`config.mk`:
```
export PLATFORM = sky130hd
export DESIGN_NAME = cc_row_shifter
export DESIGN_NICKNAME = d
export VERILOG_FILES = /design/src/rtl/cc_row_shifter_pkg.sv /design/src/rtl/cc_row_shifter_tick.sv /design/src/rtl/cc_row_shifter.sv
export SDC_FILE = /design/constraint.sdc
export NUM_CORES = 1
export LEC_CHECK = 0
export ABC_AREA = 1
export ABC_CLOCK_PERIOD_IN_PS = 1200
export CAP_MARGIN = 15
export CORE_UTILIZATION = 35
export DETAILED_ROUTE_END_ITERATION = 8
export GPL_ROUTABILITY_DRIVEN = 1
export PLACE_DENSITY_LB_ADDON = 0.1
export SYNTH_ARGS = -nofsm -noshare
export SYNTH_HDL_FRONTEND = slang
export SYNTH_SLANG_ARGS = --single-unit
```
`constraint.sdc`:
```
create_clock -name CC_ROW_SHIFTER_CLOCK_50 -period 1.2 [get_ports CC_ROW_SHIFTER_CLOCK_50]
set_input_delay 0.24 -clock CC_ROW_SHIFTER_CLOCK_50 [delete_from_list [all_inputs] [get_ports CC_ROW_SHIFTER_CLOCK_50]]
set_output_delay 0.24 -clock CC_ROW_SHIFTER_CLOCK_50 [all_outputs]
set_load 0.05 [all_outputs]
```
`src/rtl/cc_row_shifter_pkg.sv`:
```
// Shared definitions for the row shifter: FSM state codes, default geometry
// and rotate direction codes.
package cc_row_shifter_pkg;

  typedef enum logic [1:0] {
    IDLE  = 2'b00,
    RUN   = 2'b01,
    PAUSE = 2'b10,
    HIT   = 2'b11
  } rowState_t;

  localparam int          DEFAULT_DATAWIDTH = 8;
  localparam int          DEFAULT_TICKS     = 4;
  localparam logic [7:0]  DEFAULT_INIT      = 8'b00000001;

  localparam logic DIR_LEFT  = 1'b0;
  localparam logic DIR_RIGHT = 1'b1;

endpackage

```
`src/rtl/cc_row_shifter_tick.sv`:
```
// Tick prescaler: counts enabled cycles and flags the terminal count, after
// which it wraps to zero on its own.
module cc_tick_prescaler #(
  parameter int TICKS = 4
) (
  input  logic clk,
  input  logic resetN,
  input  logic clear,
  input  logic countEn,
  output logic terminal
);

  localparam int CW = $clog2(TICKS);
  localparam logic [CW-1:0] LAST = CW'(TICKS - 1);

  logic [CW-1:0] count;

  assign terminal = countEn && (count == LAST);

  always_ff @(posedge clk) begin
    if (!resetN || clear) begin
      count <= '0;
    end else if (countEn) begin
      count <= terminal ? '0 : count + 1'b1;
    end
  end

endmodule

```
`src/rtl/cc_row_shifter.sv`:
```
// Rotating row register with a run/pause/hit FSM; the row is rotated once per
// prescaler period and frozen when the downstream nest checker reports a match.
module cc_row_shifter
  import cc_row_shifter_pkg::*;
#(
  parameter int ROWSHIFTER_DATAWIDTH = DEFAULT_DATAWIDTH,
  parameter int ROWSHIFTER_TICKS     = DEFAULT_TICKS,
  parameter logic [ROWSHIFTER_DATAWIDTH-1:0] ROWSHIFTER_INIT =
    ROWSHIFTER_DATAWIDTH'(DEFAULT_INIT)
) (
  input  logic                            CC_ROW_SHIFTER_CLOCK_50,
  input  logic                            CC_ROW_SHIFTER_RESET_InLow,
  input  logic                            CC_ROW_SHIFTER_load_InLow,
  input  logic [ROWSHIFTER_DATAWIDTH-1:0] CC_ROW_SHIFTER_data_InBUS,
  input  logic                            CC_ROW_SHIFTER_dir_In,
  input  logic                            CC_ROW_SHIFTER_enable_In,
  input  logic                            CC_ROW_SHIFTER_nest_InLow,
  output logic [ROWSHIFTER_DATAWIDTH-1:0] CC_ROW_SHIFTER_data_OutBUS,
  output logic                            CC_ROW_SHIFTER_step_Out,
  output logic                            CC_ROW_SHIFTER_hit_Out,
  output logic [1:0]                      CC_ROW_SHIFTER_state_OutBUS
);

  localparam int W = ROWSHIFTER_DATAWIDTH;

  logic            clk;
  logic            resetN;
  logic            loadN;
  logic            nestN;
  rowState_t       state;
  rowState_t       nextState;
  logic [W-1:0]    row;
  logic [W-1:0]    rotated;
  logic            stepReg;
  logic            hitReg;
  logic            countEn;
  logic            shiftNow;

  assign clk    = CC_ROW_SHIFTER_CLOCK_50;
  assign resetN = CC_ROW_SHIFTER_RESET_InLow;
  assign loadN  = CC_ROW_SHIFTER_load_InLow;
  assign nestN  = CC_ROW_SHIFTER_nest_InLow;

  // Counting only happens in a RUN cycle that stays in RUN; a load or a match wins over a tick.
  assign countEn = (state == RUN) && CC_ROW_SHIFTER_enable_In && nestN && loadN;

  cc_tick_prescaler #(
    .TICKS(ROWSHIFTER_TICKS)
  ) uPrescaler (
    .clk     (clk),
    .resetN  (resetN),
    .clear   (!loadN),
    .countEn (countEn),
    .terminal(shiftNow)
  );

  assign rotated = (CC_ROW_SHIFTER_dir_In == DIR_LEFT) ? {row[W-2:0], row[W-1]}
                                                       : {row[0], row[W-1:1]};

  always_ff @(posedge clk) begin
    if (!resetN) begin
      state <= IDLE;
    end else begin
      state <= nextState;
    end
  end

  always_comb begin
    nextState = state;
    if (!loadN) begin
      nextState = IDLE;
    end else begin
      case (state)
        IDLE:  if (CC_ROW_SHIFTER_enable_In) nextState = RUN;
        RUN: begin
          if (!nestN)                         nextState = HIT;
          else if (!CC_ROW_SHIFTER_enable_In) nextState = PAUSE;
        end
        PAUSE: begin
          if (!nestN)                        nextState = HIT;
          else if (CC_ROW_SHIFTER_enable_In) nextState = RUN;
        end
        HIT:     nextState = HIT;
        default: nextState = IDLE;
      endcase
    end
  end

  always_ff @(posedge clk) begin
    if (!resetN) begin
      row     <= ROWSHIFTER_INIT;
      stepReg <= 1'b0;
      hitReg  <= 1'b0;
    end else if (!loadN) begin
      row     <= CC_ROW_SHIFTER_data_InBUS;
      stepReg <= 1'b0;
      hitReg  <= 1'b0;
    end else begin
      stepReg <= shiftNow;
      if (shiftNow) begin
        row <= rotated;
      end
      if ((state == RUN || state == PAUSE) && !nestN) begin
        hitReg <= 1'b1;
      end
    end
  end

  assign CC_ROW_SHIFTER_data_OutBUS  = row;
  assign CC_ROW_SHIFTER_step_Out     = stepReg;
  assign CC_ROW_SHIFTER_hit_Out      = hitReg;
  assign CC_ROW_SHIFTER_state_OutBUS = state;

endmodule
```
==> results of run 1 <==
power breakdown:
group          switching (mW)  internal, mW  total [mW]
logic                   0.197         0.181       0.377
clock network           0.167         0.185       0.352
registers              0.0286         0.480       0.509
total                   0.392         0.846        1.24
cells in the final DEF (no fill, tap or decap), drive strengths merged:
cell type / instances
o21ai: 6
ha: 5
inv: 17
clkbuf: 4
dfxtp: 14
clkdlybuf4s50: 13
clkinv: 1
or2: 1
nor3: 2
a21oi: 14
nor2: 6
nand2: 43
buf: 26
nand3: 21
worst reg2reg max path, cell delays in order (launching register included):
cell and delay, ps:
dfxtp_4 380, inv_4 60, ha_4 150, nand2_2 60, nor2_4 180, nand3_2 140
nand3_1 130, a21oi_2 60
worst min path at each step:
stage / startpoint / to / depth (start not counted) / slack, ps
2_1_floorplan: CC_ROW_SHIFTER_data_InBUS[0] / CC_ROW_SHIFTER_data_OutBUS[0]$_SDFFE_PN1P_ / 2 / 380
3_3_place_gp: uPrescaler.count[1]$_SDFFE_PN0P_ / uPrescaler.count[1]$_SDFFE_PN0P_ / 2 / 460
3_5_place_dp: uPrescaler.count[1]$_SDFFE_PN0P_ / uPrescaler.count[1]$_SDFFE_PN0P_ / 2 / 480
4_1_cts: uPrescaler.count[1]$_SDFFE_PN0P_ / uPrescaler.count[1]$_SDFFE_PN0P_ / 2 / 500
5_1_grt: uPrescaler.count[1]$_SDFFE_PN0P_ / uPrescaler.count[1]$_SDFFE_PN0P_ / 2 / 550
6_report: uPrescaler.count[1]$_SDFFE_PN0P_ / uPrescaler.count[1]$_SDFFE_PN0P_ / 2 / 500
what timing repair did:
action	in CTS	in global routing
buffers inserted	1	0
endpoints found under the setup margin	11	14
hold endpoints to repair	0	0
pin swaps	15	4
hold buffers	0	0
resized for setup	3	11
gates cloned	0	1
metrics by stage:
step                      cells  power, mW  hold slack [ps]  util, %
after floorplan             132      0.697              381        -
after global placement      195      0.869              465     62.8
after detailed placement    195      0.875              478     62.8
after CTS                   200       1.22              500     65.3
after global routing        201       1.29              553     67.4
final                       201       1.24              500     67.4
metal layers:
layer,track usage [%],routed length (um),share of wire (%),vias to the layer above
li1,-,-,-,511
met4,11.3,58,2.3,0
met5,0,0,0,-
met1,19.4,989,39,442
met3,2.92,100,4.0,6
met2,35.7,1360,54,21
kinds of logic (layout without fill, tap and decap cells):
logic type / Yosys count / in the layout
adder cells (fa/ha/maj): 5 / 5
buffers and inverters: 21 / 61
AO/OA/AOI/OAI: 20 / 20
flip-flops: 14 / 14
AND/OR/NAND/NOR: 72 / 73
flip-flops by register name, indices dropped and copies added (netlist names):
signal                       count
CC_ROW_SHIFTER_data_OutBUS       8
CC_ROW_SHIFTER_hit_Out           1
CC_ROW_SHIFTER_state_OutBUS      2
CC_ROW_SHIFTER_step_Out          1
uPrescaler.count                 2
area by class of cell:
class                   count  share of cell area [%]
clock buffers               4                    2.39
repair buffers             39                    32.4
flip-flops and latches     14                    18.9
multi-input cells          98                    39.2
inverters                  18                    4.78
well taps                  28                    2.31
==> key figures, run 1 <==
Clock tree
  – Root buf cell: clkbuf_4
  – Clk slew on worst S/H paths: 90 ps
  – CTS max path bufs: 2
  – Clock Sinks: 14
  – H-tree depth: 1
  – CTS tree: built
  – CTS Buf Count: 3
  – Worst-Skew Late Latency: 280 ps

Logic synthesis
  – Post-synth EDFFs: 0
  – Largest family of logic cells by synthesized area: simple AND/OR/NAND/NOR gates
  – Top post-synthesis cells by area: dfxtp_1 33%, nand2_1 18%, nand3_1 10%
  – Yosys top cell area share: between 30% and 40%
  – Adder-cell share of the synthesized area: 7.27%
  – Synth Area in Simple Gates: 36.6%
  – Yosys warns: 0
  – Top-count cell post-synth: nand2_1
  – Synth Flop Type: dfxtp_1
  – Mux contribution to synthesized area: 0%
  – Syn Area/Cell: about 6.5 um2
  – Synth unique cells: 19
  – Synth top cells by count: 42 x nand2_1, 18 x nand3_1, 16 x inv_1
  – Flops & latches, synth: 14
  – Register area share after synthesis: around a third
  – XOR/XNOR Fraction of Synth Area: 0%
  – FFs w/ async S/R, synth: 0%
  – Synth Net Count: about 150
  – Gate Count Post-Synth: 132
  – Largest area contributor in the netlist: dfxtp_1
  – Compound-cell area share of the yosys netlist: around an eighth
  – Mapped Area: ~860 um2

STA
  – Unrepaired setup endpoints after global routing: yes
  – Post-route minimum period: 1260 ps
  – Worst slew margin: a little over four fifths
  – Setup TNS: -290 ps
  – Fmax achieved: a little under 0.8 GHz
  – Setup WS post-layout: -58.7 ps
  – Hold Fails Final Rpt: 0
  – Final setup violation count: 10
  – Worst Tran Pin Value: between 200 and 250 ps
  – Worst Skew: 2.46 ps
  – Period utilization: 105%
  – Slew Viols, Final: 0

Drt
  – Final ANT Viol Nets: 0
  – Total Wirelength: ~2.5 mm
  – DR DRC count: 0
  – 1st-pass router iterations: 4
  – Vias per cell: 4.88
  – DR iter-0 viols: 9
  – Wire per inst: 12.5 um
  – Via Count: 980

Setup path
  – CP arrival: 1450 ps
  – Critical path depth in cells: 7
  – CP Capture Type: flop
  – Reg2reg end: CC_ROW_SHIFTER_data_OutBUS[5]$_SDFFE_PN0P_
  – Worst reg2reg setup slack: -60 ps
  – Crit-path max FO: 4
  – Critical path, cell by cell: inv_4 -> ha_4 -> nand2_2 -> nor2_4 -> nand3_2 -> nand3_1 -> a21oi_2
  – Delay-heaviest family, CP: simple AND/OR/NAND/NOR gates
  – WP data required: 1390 ps
  – Critical Path Sink: CC_ROW_SHIFTER_data_OutBUS[5]$_SDFFE_PN0P_
  – FF-to-FF path depth: 7
  – Slowest cell on crit path: dfxtp_4
  – Worst path max stage delay: between 300 and 400 ps
  – Crit path launch: CC_ROW_SHIFTER_state_OutBUS[1]$_SDFFE_PN0P_
  – Worst r2r src: CC_ROW_SHIFTER_state_OutBUS[1]$_SDFFE_PN0P_
  – Nature of the critical path startpoint: flop
  – Worst Path Class, Setup: flop to flop
  – Crit path buf inv count: 1

Status
  – Failing checks: setup timing
  – Status: finished, violations left

Global route
  – Vias in the first global route: 896
  – Largest net degree at the start of global routing: 15
  – Initial antenna violation count: 0
  – Grt total ovfl: 0
  – First-pass GRT wire length: 3.68 mm
  – Overall Global Routing Usage: between 10% and 20%

Worst hold path
  – HP Class: flop to flop

Pwr
  – Lkg Pwr: roughly 0.65 nW
  – VDD IR max: 0.000808 V
  – Power per standard cell area: just over 800 mW/mm2

Place
  – IO buf count: 25
  – Pre-CTS WS: -276 ps
  – Post-detail-place hpwl: 1.82 mm
  – RD Place Congestion: 0.850
  – Area post-placement: 0.00142 mm2

Finish
  – NumNets Final: 193
  – Seq. cell area: around 290 um2
  – Finished Cell Area: 0.00152 mm2
  – N_diodes: 0
  – Share of layout cells above drive strength 1: 33.5%
  – Area delta synth->final: 76.5%
  – Layout fillers: 215
  – Multi-input logic area: 596 um2

Floorplanning
  – Die Wd: 51.6 um
  – Core area: between 0.002 and 0.0025 mm2
  – Initial Util: 38.2%
  – Core Rows: 17
  – Die H: 51.6 um
  – IO Count: 26
  – Die ar.: 0.00266 mm2

Run
  – Max-cap viol count: 0
No activity file was read; power rests on OpenSTA's default activity.
==> run 2, diff against run 1 <==
--- a/config.mk
+++ b/config.mk
@@ -12,6 +12,7 @@
 export DETAILED_ROUTE_END_ITERATION = 8
 export GPL_ROUTABILITY_DRIVEN = 1
 export PLACE_DENSITY_LB_ADDON = 0.1
+export SKIP_LAST_GASP = 1
 export SYNTH_ARGS = -nofsm -noshare
 export SYNTH_HDL_FRONTEND = slang
 export SYNTH_SLANG_ARGS = --single-unit
==> results of run 2 <==
The final DEF is identical to that of run 1; final timing and power are the same.
